===== src/rtl/pc_ctrl_pkg.sv =====
// Shared types and helpers for the fetch PC controller and its branch target buffer.
// Counter encodings, saturating counter steps, and the BTB entry layout for the default geometry.
package pc_ctrl_pkg;

  typedef enum logic [1:0] {
    CTR_SNT = 2'b00,
    CTR_WNT = 2'b01,
    CTR_WT  = 2'b10,
    CTR_ST  = 2'b11
  } ctr_t;

  localparam int unsigned PC_XLEN      = 32;
  localparam int unsigned PC_BTB_DEPTH = 16;
  localparam int unsigned PC_BTB_IDX   = $clog2(PC_BTB_DEPTH);
  localparam int unsigned PC_BTB_TAG_W = PC_XLEN - PC_BTB_IDX - 2;

  typedef struct packed {
    logic                    valid;
    logic [PC_BTB_TAG_W-1:0] tag;
    logic [PC_XLEN-1:0]      target;
    ctr_t                    ctr;
  } btb_entry_t;

  function automatic ctr_t ctr_inc(input ctr_t c);
    unique case (c)
      CTR_SNT: return CTR_WNT;
      CTR_WNT: return CTR_WT;
      default: return CTR_ST;
    endcase
  endfunction

  function automatic ctr_t ctr_dec(input ctr_t c);
    unique case (c)
      CTR_ST:  return CTR_WT;
      CTR_WT:  return CTR_WNT;
      default: return CTR_SNT;
    endcase
  endfunction

endpackage


===== src/rtl/pc_btb.sv =====
// Direct-mapped branch target buffer with 2-bit saturating counters.
// Lookup is combinational on lookup_pc; training from EX is written on the rising edge.
module pc_btb
  import pc_ctrl_pkg::*;
#(
  parameter int unsigned XLEN  = 32,
  parameter int unsigned DEPTH = 16
) (
  input  logic            clk,
  input  logic            rst,
  input  logic [XLEN-1:0] lookup_pc,
  output logic            hit_taken,
  output logic [XLEN-1:0] hit_target,
  input  logic            upd_valid,
  input  logic [XLEN-1:0] upd_pc,
  input  logic [XLEN-1:0] upd_target,
  input  logic            upd_taken
);

  localparam int unsigned IDX   = $clog2(DEPTH);
  localparam int unsigned TAG_W = XLEN - IDX - 2;

  // Same layout as btb_entry_t, but sized from this instance's parameters.
  typedef struct packed {
    logic             valid;
    logic [TAG_W-1:0] tag;
    logic [XLEN-1:0]  target;
    ctr_t             ctr;
  } entry_t;

  entry_t           mem [DEPTH];
  entry_t           rd_e;
  entry_t           wr_e;
  logic [IDX-1:0]   rd_idx;
  logic [IDX-1:0]   wr_idx;
  logic [TAG_W-1:0] rd_tag;
  logic [TAG_W-1:0] wr_tag;
  logic             wr_hit;
  logic             unused_lsbs;

  assign rd_idx = lookup_pc[IDX+1:2];
  assign rd_tag = lookup_pc[XLEN-1:IDX+2];
  assign wr_idx = upd_pc[IDX+1:2];
  assign wr_tag = upd_pc[XLEN-1:IDX+2];
  assign unused_lsbs = ^{lookup_pc[1:0], upd_pc[1:0]};

  assign rd_e       = mem[rd_idx];
  assign wr_e       = mem[wr_idx];
  assign hit_taken  = rd_e.valid && (rd_e.tag == rd_tag) && rd_e.ctr[1];
  assign hit_target = rd_e.target;
  assign wr_hit     = wr_e.valid && (wr_e.tag == wr_tag);

  // A write to the index being looked up only shows on the next cycle.
  always_ff @(posedge clk or negedge rst) begin
    if (!rst) begin
      for (int i = 0; i < int'(DEPTH); i++) begin
        mem[i] <= '0;
      end
    end else if (upd_valid) begin
      if (wr_hit) begin
        if (upd_taken) begin
          mem[wr_idx].ctr    <= ctr_inc(wr_e.ctr);
          mem[wr_idx].target <= upd_target;
        end else begin
          mem[wr_idx].ctr <= ctr_dec(wr_e.ctr);
        end
      end else if (upd_taken) begin
        mem[wr_idx] <= '{valid: 1'b1, tag: wr_tag, target: upd_target, ctr: CTR_WT};
      end
    end
  end

endmodule


===== src/rtl/pc_ctrl_predict.sv =====
// Fetch PC register with next-PC priority mux: redirect, stall, jump, prediction, sequential.
// The BTB predictor exists only when BTB_EN is defined; otherwise prediction is off and upd_* is ignored.
module pc_ctrl_predict
  import pc_ctrl_pkg::*;
#(
  parameter int unsigned     XLEN      = 32,
  parameter logic [XLEN-1:0] RESET_VEC = '0,
  parameter int unsigned     BTB_DEPTH = 16
) (
  input  logic            clk,
  input  logic            rst,
  input  logic            hazard,
  input  logic            redirect_valid,
  input  logic [XLEN-1:0] redirect_pc,
  input  logic            jump,
  input  logic [XLEN-1:0] jump_target,
  input  logic            upd_valid,
  input  logic [XLEN-1:0] upd_pc,
  input  logic [XLEN-1:0] upd_target,
  input  logic            upd_taken,
  output logic [XLEN-1:0] pc,
  output logic [XLEN-1:0] pc_plus4,
  output logic            pred_taken,
  output logic [XLEN-1:0] pred_target
);

  logic [XLEN-1:0] next_pc;

  assign pc_plus4 = pc + XLEN'(4);

`ifdef BTB_EN
  logic            btb_hit;
  logic [XLEN-1:0] btb_target;

  pc_btb #(
    .XLEN  (XLEN),
    .DEPTH (BTB_DEPTH)
  ) u_btb (
    .clk        (clk),
    .rst        (rst),
    .lookup_pc  (pc),
    .hit_taken  (btb_hit),
    .hit_target (btb_target),
    .upd_valid  (upd_valid),
    .upd_pc     (upd_pc),
    .upd_target (upd_target),
    .upd_taken  (upd_taken)
  );

  assign pred_taken  = btb_hit;
  assign pred_target = btb_hit ? btb_target : pc_plus4;
`else
  logic unused_upd;

  assign unused_upd  = ^{upd_valid, upd_pc, upd_target, upd_taken};
  assign pred_taken  = 1'b0;
  assign pred_target = pc_plus4;
`endif

  // A stalled jump is dropped, not queued; ID presents it again after the stall.
  always_comb begin
    next_pc = pc_plus4;
    if (redirect_valid) begin
      next_pc = redirect_pc;
    end else if (hazard) begin
      next_pc = pc;
    end else if (jump) begin
      next_pc = jump_target;
    end else if (pred_taken) begin
      next_pc = pred_target;
    end
  end

  always_ff @(posedge clk or negedge rst) begin
    if (!rst) begin
      pc <= {RESET_VEC[XLEN-1:2], 2'b00};
    end else begin
      pc <= {next_pc[XLEN-1:2], 2'b00};
    end
  end

endmodule


===== config.mk =====
export PLATFORM = sky130hd
export DESIGN_NAME = pc_ctrl_predict
export DESIGN_NICKNAME = d
export VERILOG_FILES = /design/src/rtl/pc_ctrl_pkg.sv /design/src/rtl/pc_btb.sv /design/src/rtl/pc_ctrl_predict.sv
export SDC_FILE = /design/constraint.sdc
export NUM_CORES = 1
export LEC_CHECK = 0
export CAP_MARGIN = 15
export CORE_MARGIN = 3
export CORE_UTILIZATION = 31
export DETAILED_ROUTE_END_ITERATION = 12
export PLACE_DENSITY_LB_ADDON = 0.2
export SYNTH_ARGS = -nofsm -noshare
export SYNTH_HDL_FRONTEND = slang
export SYNTH_SLANG_ARGS = --single-unit

===== constraint.sdc =====
create_clock -name clk -period 2.4 [get_ports clk]
set_clock_uncertainty 0.15 [all_clocks]
set_input_delay 0.48 -clock clk [delete_from_list [all_inputs] [get_ports clk]]
set_output_delay 0.48 -clock clk [all_outputs]
set_load 0.02 [all_outputs]

==> impl_results.md, run 1 <==
- Die W: 94.6 um
- Leak: 2.15 nW
- Synthesized area per cell: 8.64 um2
- Unrepaired setup endpoints after global routing: true
- Synth Register Bits: 30
- Clock Power Share: 21.2%
- Min Tclk post-route: 2.52 ns
- Largest Register: pc
- Setup slack at placement: -0.338 ns
- Worst slew pin tran: 0.970 ns
- Slew HR: 35.0%
- Largest register FFs: 30
- Initial drt markers: 99
- Ant diodes: 0
- Share of cells above drive strength 1: 46.4%
- Area contributors post-synth: dfrtp_1 31%, buf_4 11%, a221o_1 9.0%
- Die Ht: 94.6 um
- Filler cells: 636
- Antenna-violating nets left: 0
- Synthesized area: 2440 um2
- CP required: 1.77 ns
- Num CTS Buffers: 5
- Top cell type's share of synthesized area: 30.8%
- Initial Util: 32.7%
- Placer Congestion: 0.768
- Top flop regs: pc: 30 flops
- Hold_ws: 0.101 ns
- Vias in the first global route: 2,857
- TritonCTS clock tree: built
- CP peak stage delay: 0.41 ns
- CP Max Fanout: 7
- Library cells used by synthesis: 38
- Port buffer count: 154
- Dpl cell area: 4370 um2
- Met3 routed WL: 782 um
- Status: finished, violations left
- Min-delay worst type: in2async
- Inst Count DP: 543
- Logic pwr share: 52.1%
- Sequential share of the synthesized area: 30.8%
- Most frequent cells after synthesis: 37 x buf_4, 32 x nor2_1, 30 x dfrtp_1
- Number of setup violations in the final report: 32
- Crit-path slowest cell: dfrtp_1
- TNS Setup: -2.02 ns
- First-pass GRT wire length: 14.6 mm
- Area leader, netlist: dfrtp_1
- Total Power: 2.29 mW
- Wire per inst: 16.9 um
- Max Cap Viol: 0
- Metal-1 WL: 3.82 mm
- Fin nets: 611
- Fin area: 4800 um2
- Die footprint: 8960 um2
- Pint: 1.45 mW
- Max clock buf depth: 2
- Synth Flop Type: dfrtp_1
- Sw Pwr: 0.837 mW
- Sw Share: 36.6%
- Largest net degree at the start of global routing: 58
- WS Path Type: reg2out
- Skew-Pair Late Insertion Delay: 0.28 ns
- Arrival @ worst endpoint: 1.89 ns
- Tot GR Track Use: 21.2%
- Hold Violations, Final: 0
- Max-slew violation count: 0
- Rows: 31
- Initial antenna violation count: 0
- Cell Count, Final, Fillers Out: 575
- Clock Tree Root: clkbuf_8
- H-tree depth: 2
- Violated checks: setup timing
- Most common cell in the synthesized netlist: buf_4
- CP startpoint kind: flop
- Core area: 7450 um2
- I/O pins: 232
- Worst setup margin: -0.119 ns
- Synth warn: 0
- Synth-to-Final Area Change: 97.1%
- Detailed Route WL: 9.72 mm
- Clock slew at reported path FFs: 0.07 ns
- Final cell utilization of the core: 64.5%
- Top sig layer: met4
- Sequential share of power: 26.7%
- Vias per cell: 5.05
- Routed via count: 2,902
- Async SR Flop Fraction: 100%
- Hpwl dp: 6.93 mm
- Pwr dens: 476 nW/um2
- Fin crit share: 105%
- CTS sink cnt: 30
- Cell count after synthesis: 282
- Crit path cell chain: buf_4 > nand3_2 > nor4_4 > buf_6 > nand3_2 > xnor2_2 > buf_4 > buf_4
- Worst Setup End Kind: output port
- First-pass DRT Iterations: 4
- Crit-path most repeated cell: buf_4
- Hold_buf cts: 0
- Remaining DRCs: 0
- Peak VDD IR: 0.231 mV
- Gr ovfl total: 0
- Max Clock Freq: 0.397 GHz
- Met2 wire len: 5.07 mm
- EDFF count, synth: 0
final timing paths:
check,slack (ns),end,cells past startpoint,start
min in group clk,0.56,pc[4],2,pc[4]
max reg2reg,0.29,pc[30],8,pc[2]
min reg2reg,0.56,pc[4],2,pc[4]
max,-0.12,pc_plus4[25],8,pc[2]
min,0.10,pc[4],1,rst
max in group asynchronous,1.48,pc[14],1,rst
cells by family (layout without fill, tap and decap cells):
kind of cell | after synthesis | in the layout | share of synthesized area, %
compound gates | 68 | 68 | 21.5
flops | 30 | 30 | 30.8
other cells | 1 | 7 | 0.154
buf+inv | 58 | 245 | 14.6
xor+xnor | 28 | 28 | 10.1
mux | 5 | 5 | 2.26
simple gates | 91 | 92 | 20.1
fa+ha+maj | 1 | 1 | 0.514
layout make-up:
| class | instances | area [um2] | area share [%] |
|---|---|---|---|
| Multi-Input combinational cell | 201 | 1750 | 36.4 |
| Clock buffer | 8 | 110 | 2.29 |
| Tap cell | 99 | 124 | 2.58 |
| Timing Repair Buffer | 233 | 2040 | 42.4 |
| Inverter | 4 | 15.0 | 0.313 |
| Sequential cell | 30 | 769 | 16.0 |
per-layer routing:
layer / global-route usage, % / up-vias
met2: 38.3 / 117
met3: 5.18 / 4
met5: 0 / -
li1: - / 1374
met1: 25.9 / 1407
met4: 3.13 / 0
what timing repair did:
item | CTS | global route
buffers inserted | 18 | 5
gates resized for setup | 282 | 38
pin swaps | 14 | 14
gates cloned | 1 | 0
setup endpoints to repair | 56 | 53
power groups by stage:
stage,combinational (mW),sequential [mW],clock [mW]
floorplan,0.503,0.721,0
global placement,1.14,0.610,0
detailed placement,1.15,0.611,0
CTS,1.15,0.607,0.501
global route,1.26,0.616,0.529
finish,1.19,0.609,0.485
cell usage in the layout, fill, tap and decap left out, types with 4 or more instances in the layout:
cell type / netlist / layout
buf_2: 0 / 8
a22oi_1: 21 / 21
nor2_1: 32 / 30
nand4_1: 7 / 7
nand2_1: 11 / 8
xnor2_2: 0 / 16
dfrtp_2: 0 / 15
conb_1: 1 / 7
nand3_2: 1 / 10
xor2_2: 0 / 4
buf_4: 37 / 109
and3_1: 7 / 4
buf_6: 0 / 15
clkdlybuf4s50_1: 0 / 96
o21ai_0: 9 / 9
dfrtp_1: 30 / 15
clkbuf_8: 0 / 8
a221o_1: 22 / 22
inv_1: 4 / 4
mux2_2: 4 / 4
a21oi_1: 7 / 7
worst max-delay path, delay by kind of cell, from the launching register on:
kind | cells | cell delay, ns
xor gates and xnor gates | 1 | 0.23
buffers and inverters | 4 | 0.60
DFF | 1 | 0.41
and+or+nand+nor | 3 | 0.36
No activity file was read; power rests on OpenSTA's default activity.
==> run 2, diff against run 1 <==
--- a/config.mk
+++ b/config.mk
@@ -8,6 +8,7 @@
 export CAP_MARGIN = 15
 export CORE_MARGIN = 3
 export CORE_UTILIZATION = 31
+export CTS_BUF_LIST = sky130_fd_sc_hd__clkbuf_4
 export DETAILED_ROUTE_END_ITERATION = 12
 export PLACE_DENSITY_LB_ADDON = 0.2
 export SYNTH_ARGS = -nofsm -noshare
==> run 2 against run 1 <==
- the run still ends with setup timing left
- design area up 2.6%
- clock power down 40%
- via count up 1.0%
- critical path type unchanged
- critical endpoint is now pc_plus4[17]
==> impl_results.md, run 2 (same netlist as run 1, synthesis figures left out) <==
- Fin area: 4930 um2 (+2.6%)
- Ant diodes: 0 (unchanged)
- CP startpoint kind: flop
- CP Max Fanout: 8 (+1)
- Final cell utilization of the core: 66.2% (+1.7 points)
- FF-to-FF Start: pc[2]
- Min-delay worst type: in2async
- Pwr dens: 437 nW/um2 (-8.1%)
- Setup crit start: pc[6]
- Top flop regs: pc: 30 flops
- Num CTS Buffers: 5 (unchanged)
- Antenna-violating nets left: 0 (unchanged)
- Fin crit share: 106% (+0.92 points)
- Largest net degree at the start of global routing: 58 (unchanged)
- Violated checks: setup timing
- Port buffer count: 154 (unchanged)
- Max Clock Freq: 0.394 GHz (-0.87%)
- Fin nets: 610 (-0.16%)
- Synth-to-Final Area Change: 102%
- Remaining DRCs: 0 (unchanged)
- First-pass DRT Iterations: 4 (unchanged)
- Worst setup margin: -0.141 ns (-0.0220 ns)
- Placer Congestion: 0.768 (unchanged)
- Max clock buf depth: 2 (unchanged)
- First-pass GRT wire length: 14.7 mm (+0.28%)
- Vias per cell: 5.11 (+1.2%)
- Leak: 2.15 nW (+0.29%)
- TritonCTS clock tree: built
- Clock slew at reported path FFs: 0.10 ns (+0.03 ns)
- Worst Setup End Kind: output port
- Rows: 31 (unchanged)
- I/O pins: 232 (unchanged)
- Initial antenna violation count: 0 (unchanged)
- Core area: 7450 um2 (unchanged)
- Min Tclk post-route: 2.54 ns (+0.0220 ns)
- Vias in the first global route: 2,871 (+0.49%)
- Initial Util: 32.7% (unchanged)
- H-tree depth: 2 (unchanged)
- Unrepaired setup endpoints after global routing: true
- Wire per inst: 17.2 um (+1.8%)
- Peak VDD IR: 0.209 mV (-9.7%)
- TNS Setup: -3.44 ns (-1.41 ns)
- Hpwl dp: 6.93 mm (unchanged)
- Hold Violations, Final: 0 (unchanged)
- Dpl cell area: 4370 um2 (unchanged)
- Cell Count, Final, Fillers Out: 574 (-0.17%)
- Routed via count: 2,932 (+1.0%)
- Initial drt markers: 116 (+17%)
- Arrival @ worst endpoint: 1.91 ns (+0.02 ns)
- Largest Register: pc
- Die W: 94.6 um (unchanged)
- Total Power: 2.15 mW (-5.7%)
- Die Ht: 94.6 um (unchanged)
- Gr ovfl total: 0 (unchanged)
- Detailed Route WL: 9.88 mm (+1.6%)
- WS Path Type: reg2out
- Max-slew violation count: 0 (unchanged)
- Slew HR: 35.1% (+0.076 points)
- Share of cells above drive strength 1: 46.3% (-0.11 points)
- Largest register FFs: 30 (unchanged)
- CP required: 1.77 ns (about the same)
- CTS sink cnt: 30 (unchanged)
- Tot GR Track Use: 21.2% (about the same)
- Worst slew pin tran: 0.968 ns (-0.00113 ns)
- Commonest non-fill, non-tap cells in the layout: 96 x clkdlybuf4s50_1, 96 x buf_4, 33 x buf_6, 30 x nor2_1, 22 x a221o_1
- Max Cap Viol: 0 (unchanged)
- Inst Count DP: 543 (unchanged)
- Hold_buf cts: 0 (unchanged)
- Die footprint: 8960 um2 (unchanged)
- Number of setup violations in the final report: 48 (+50%)
- Status: finished, violations left
- Skew-Pair Late Insertion Delay: 0.33 ns (+0.05 ns)
- Clock Tree Root: clkbuf_4
-- run 2: changes by cell type in the layout (fill, tap and decap cells not counted), moves of 4 or more --
cell / change
buf_4: -13
clkbuf_8: -8
clkbuf_4: +5
buf_2: -4
nand3_2: -7
nand3_4: +4
buf_6: +18
-- run 2: path summary, 6_finish.rpt --
path	end	slack [ns]	depth (start not counted)
max in group asynchronous	pc[21]	1.54	1
worst min-delay path	pc[4]	0.04	1
worst max register to register	pc[10]	0.18	10
worst min register to register	pc[31]	0.60	3
worst max-delay path	pc_plus4[17]	-0.14	7
min in group clk	pc[3]	0.55	3
-- run 2: per-layer routing --
metal | vias to the layer above | track usage (%) | wire length, um
met5 | - | 0 | 0
met1 | 1434 | 26.1 | 3800
met2 | 115 | 38.7 | 5380
met3 | 6 | 3.59 | 641
li1 | 1377 | - | -
met4 | 0 | 4.33 | 59
-- run 2: power by group --
part	switching, mW	total [mW]	internal, mW
combinational	0.615	1.25	0.634
clock	0.186	0.291	0.104
sequential	0.0522	0.615	0.563
-- run 2: critical path: stages (launching register included) --
cell     delay [ns]
dfrtp_2        0.40
nand4_4        0.14
nor4_4         0.28
buf_6          0.18
buf_4          0.13
nand3_4        0.09
xnor2_4        0.19
buf_4          0.17
-- run 2: area by class of cell --
cell class	count	area [um2]
Fill cell	592	2520
Sequential cell	30	771
Clock inverter	3	11.3
Inverter	4	15.0
Multi-Input combinational cell	201	1870
Timing Repair Buffer	232	2100
Tap cell	99	124
Clock buffer	5	37.5
-- run 2: stage by stage --
| step | worst slack (ns) | hold slack, ns |
|---|---|---|
| after floorplan | -0.0736 | 0.0344 |
| after global placement | -0.302 | 0.430 |
| after detailed placement | -0.338 | 0.426 |
| after CTS | -0.171 | 0.0591 |
| after global routing | -0.262 | 0.0684 |
| final | -0.141 | 0.0373 |
-- run 2: what timing repair did --
action                                  4_1_cts  5_1_grt
pin swaps                                    24       32
gates resized for setup                     306       66
cloned                                        1        0
setup buffers                                 8       14
endpoints found under the setup margin       56       54
==> run 3, diff against run 2 <==
--- a/config.mk
+++ b/config.mk
@@ -11,6 +11,8 @@
 export CTS_BUF_LIST = sky130_fd_sc_hd__clkbuf_4
 export DETAILED_ROUTE_END_ITERATION = 12
 export PLACE_DENSITY_LB_ADDON = 0.2
+export SKIP_CTS_REPAIR_TIMING = 1
+export SLEW_MARGIN = 25
 export SYNTH_ARGS = -nofsm -noshare
 export SYNTH_HDL_FRONTEND = slang
 export SYNTH_SLANG_ARGS = --single-unit
==> run 3 against run 2 <==
- the run still ends with setup timing left
- count of clock-buffer cells in the layout did not move
- critical endpoint is now pc_plus4[26]
- register-to-register slack improved by 0.13 ns
- total power fell by 3.1%
- via count down 2.9%
- cell count is 1.7% lower
- clock power barely moved
- largest power group unchanged
- global-route usage is 1.0 points lower
- hold slack worse by 0.0014 ns
- wire length decreased by 2.4%
- critical path depth unchanged
- die area unchanged
- sequential share of layout area up 0.77 points
==> impl_results.md, run 3 (same netlist as run 1, synthesis figures left out) <==
- Synth-to-Final Area Change: 93.1%
- M1 GR Usage: 24.7% (-1.4 points)
- Largest Register: pc
- Skew-Pair Late Insertion Delay: 0.34 ns (about the same)
- Die footprint: 8960 um2 (unchanged)
- Inst Count DP: 543 (unchanged)
- Gr ovfl total: 0 (unchanged)
- Dpl cell area: 4370 um2 (unchanged)
- Most common cell after layout, fill and taps aside: buf_4
- First-pass DRT Iterations: 4 (unchanged)
- Die Ht: 94.6 um (unchanged)
- Setup slack at placement: -0.338 ns (unchanged)
- Vias in the first global route: 2,768 (-3.6%)
- CP required: 1.77 ns (about the same)
- Clock Tree Root: clkbuf_4
- Ant diodes: 0 (unchanged)
- Min-delay worst type: in2async
- Peak VDD IR: 0.198 mV (-5.2%)
- Wire per inst: 17.1 um (-0.70%)
- Placer Congestion: 0.768 (unchanged)
- Initial antenna violation count: 0 (unchanged)
- Commonest non-fill, non-tap cells in the layout: 102 x buf_4, 96 x clkdlybuf4s50_1, 30 x nor2_1, 22 x a221o_1, 21 x a22oi_1
- CTS sink cnt: 30 (unchanged)
- Worst setup margin: -0.164 ns (-0.0231 ns)
- GR Util met3: 3.98% (+0.40 points)
- Status: finished, violations left
- I/O pins: 232 (unchanged)
- Violated checks: setup timing
- Worst slew pin tran: 0.964 ns (-0.00404 ns)
- Pwr dens: 444 nW/um2 (+1.5%)
- Hold_ws: 0.0358 ns (-0.00144 ns)
- Port buffer count: 154 (unchanged)
- Rows: 31 (unchanged)
- Max clock buf depth: 2 (unchanged)
- Vias per cell: 5.05 (-1.1%)
- Detailed Route WL: 9.64 mm (-2.4%)
- GRT busiest layer: met2
- First-pass GRT wire length: 13.9 mm (-5.0%)
- H-tree depth: 2 (unchanged)
- WS Path Type: reg2out
- Max Cap Viol: 0 (unchanged)
- Fin area: 4700 um2 (-4.5%)
- Antenna-violating nets left: 0 (unchanged)
- Tot GR Track Use: 20.2% (-1.0 points)
- Max Clock Freq: 0.390 GHz (-0.90%)
- Met2 usage: 36.5% (-2.2 points)
- CP Max Fanout: 4 (-4)
- TritonCTS clock tree: built
- CP startpoint kind: flop
- Leak: 2.09 nW (-3.0%)
- Top flop regs: pc: 30 flops
- Largest register FFs: 30 (unchanged)
- Die W: 94.6 um (unchanged)
- Worst Setup End Kind: output port
- Initial Util: 32.7% (unchanged)
- Fin crit share: 107% (+0.96 points)
- Slew HR: 35.4% (+0.27 points)
- Unrepaired setup endpoints after global routing: true
- Remaining DRCs: 0 (unchanged)
- Max-slew violation count: 0 (unchanged)
- Core area: 7450 um2 (unchanged)
- Arrival @ worst endpoint: 1.93 ns (+0.02 ns)
- Largest net degree at the start of global routing: 58 (unchanged)
- Initial drt markers: 116 (unchanged)
- Min Tclk post-route: 2.56 ns (+0.0231 ns)
- Clock slew at reported path FFs: 0.11 ns (about the same)
- Share of cells above drive strength 1: 44.5% (-1.8 points)
- Hold Violations, Final: 0 (unchanged)
- Routed via count: 2,848 (-2.9%)
- Hpwl dp: 6.93 mm (unchanged)
- Fin nets: 600 (-1.6%)
- Number of setup violations in the final report: 34 (-29%)
- Cell Count, Final, Fillers Out: 564 (-1.7%)
- Num CTS Buffers: 5 (unchanged)
==> run 3: metal layers <==
layer	share of wire [%]	vias to the layer above	routed length, um
met2	54	111	5190
met1	39	1378	3740
li1	-	1355	-
met4	0.51	0	49
met5	0	-	0
met3	6.9	4	661
==> run 3: layout make-up <==
cell class                      instances  area [um2]
Inverter                                4        15.0
Timing Repair Buffer                  222        1960
Clock buffer                            5        37.5
Sequential cell                        30         772
Multi-Input combinational cell        201        1790
Fill cell                             623        2740
Tap cell                               99         124
Clock inverter                          3        11.3
==> run 3: final timing paths <==
check / from / to / slack [ns] / cells after the start
max reg2reg: pc[3] / pc[8] / 0.31 / 9
max: pc[3] / pc_plus4[26] / -0.16 / 7
min in group clk: redirect_pc[3] / pc[3] / 0.54 / 3
min: rst / pc[4] / 0.04 / 1
max in group asynchronous: rst / pc[21] / 1.53 / 1
min reg2reg: pc[4] / pc[4] / 0.55 / 2
==> run 3: critical path: stages, from the launching register on <==
cell and delay (ns):
dfrtp_2 0.45, ha_4 0.19, nand2_8 0.08, nor2_4 0.18, buf_6 0.13, nand4_1 0.14, xnor2_2 0.24, buf_4 0.17
==> run 3: power breakdown <==
| group | internal, mW | switching (mW) |
|---|---|---|
| clock | 0.104 | 0.186 |
| combinational | 0.591 | 0.592 |
| sequential | 0.563 | 0.0510 |
==> run 3: metrics by stage <==
stage	setup TNS [ns]	power, mW	utilization, %
final	-2.94	2.09	63.2
after detailed placement	-11.70	1.76	58.6
after global routing	-7.83	2.21	63.2
after global placement	-11.07	1.75	58.6
after CTS	-31.78	2.06	59.3
after floorplan	-0.339	1.22	-
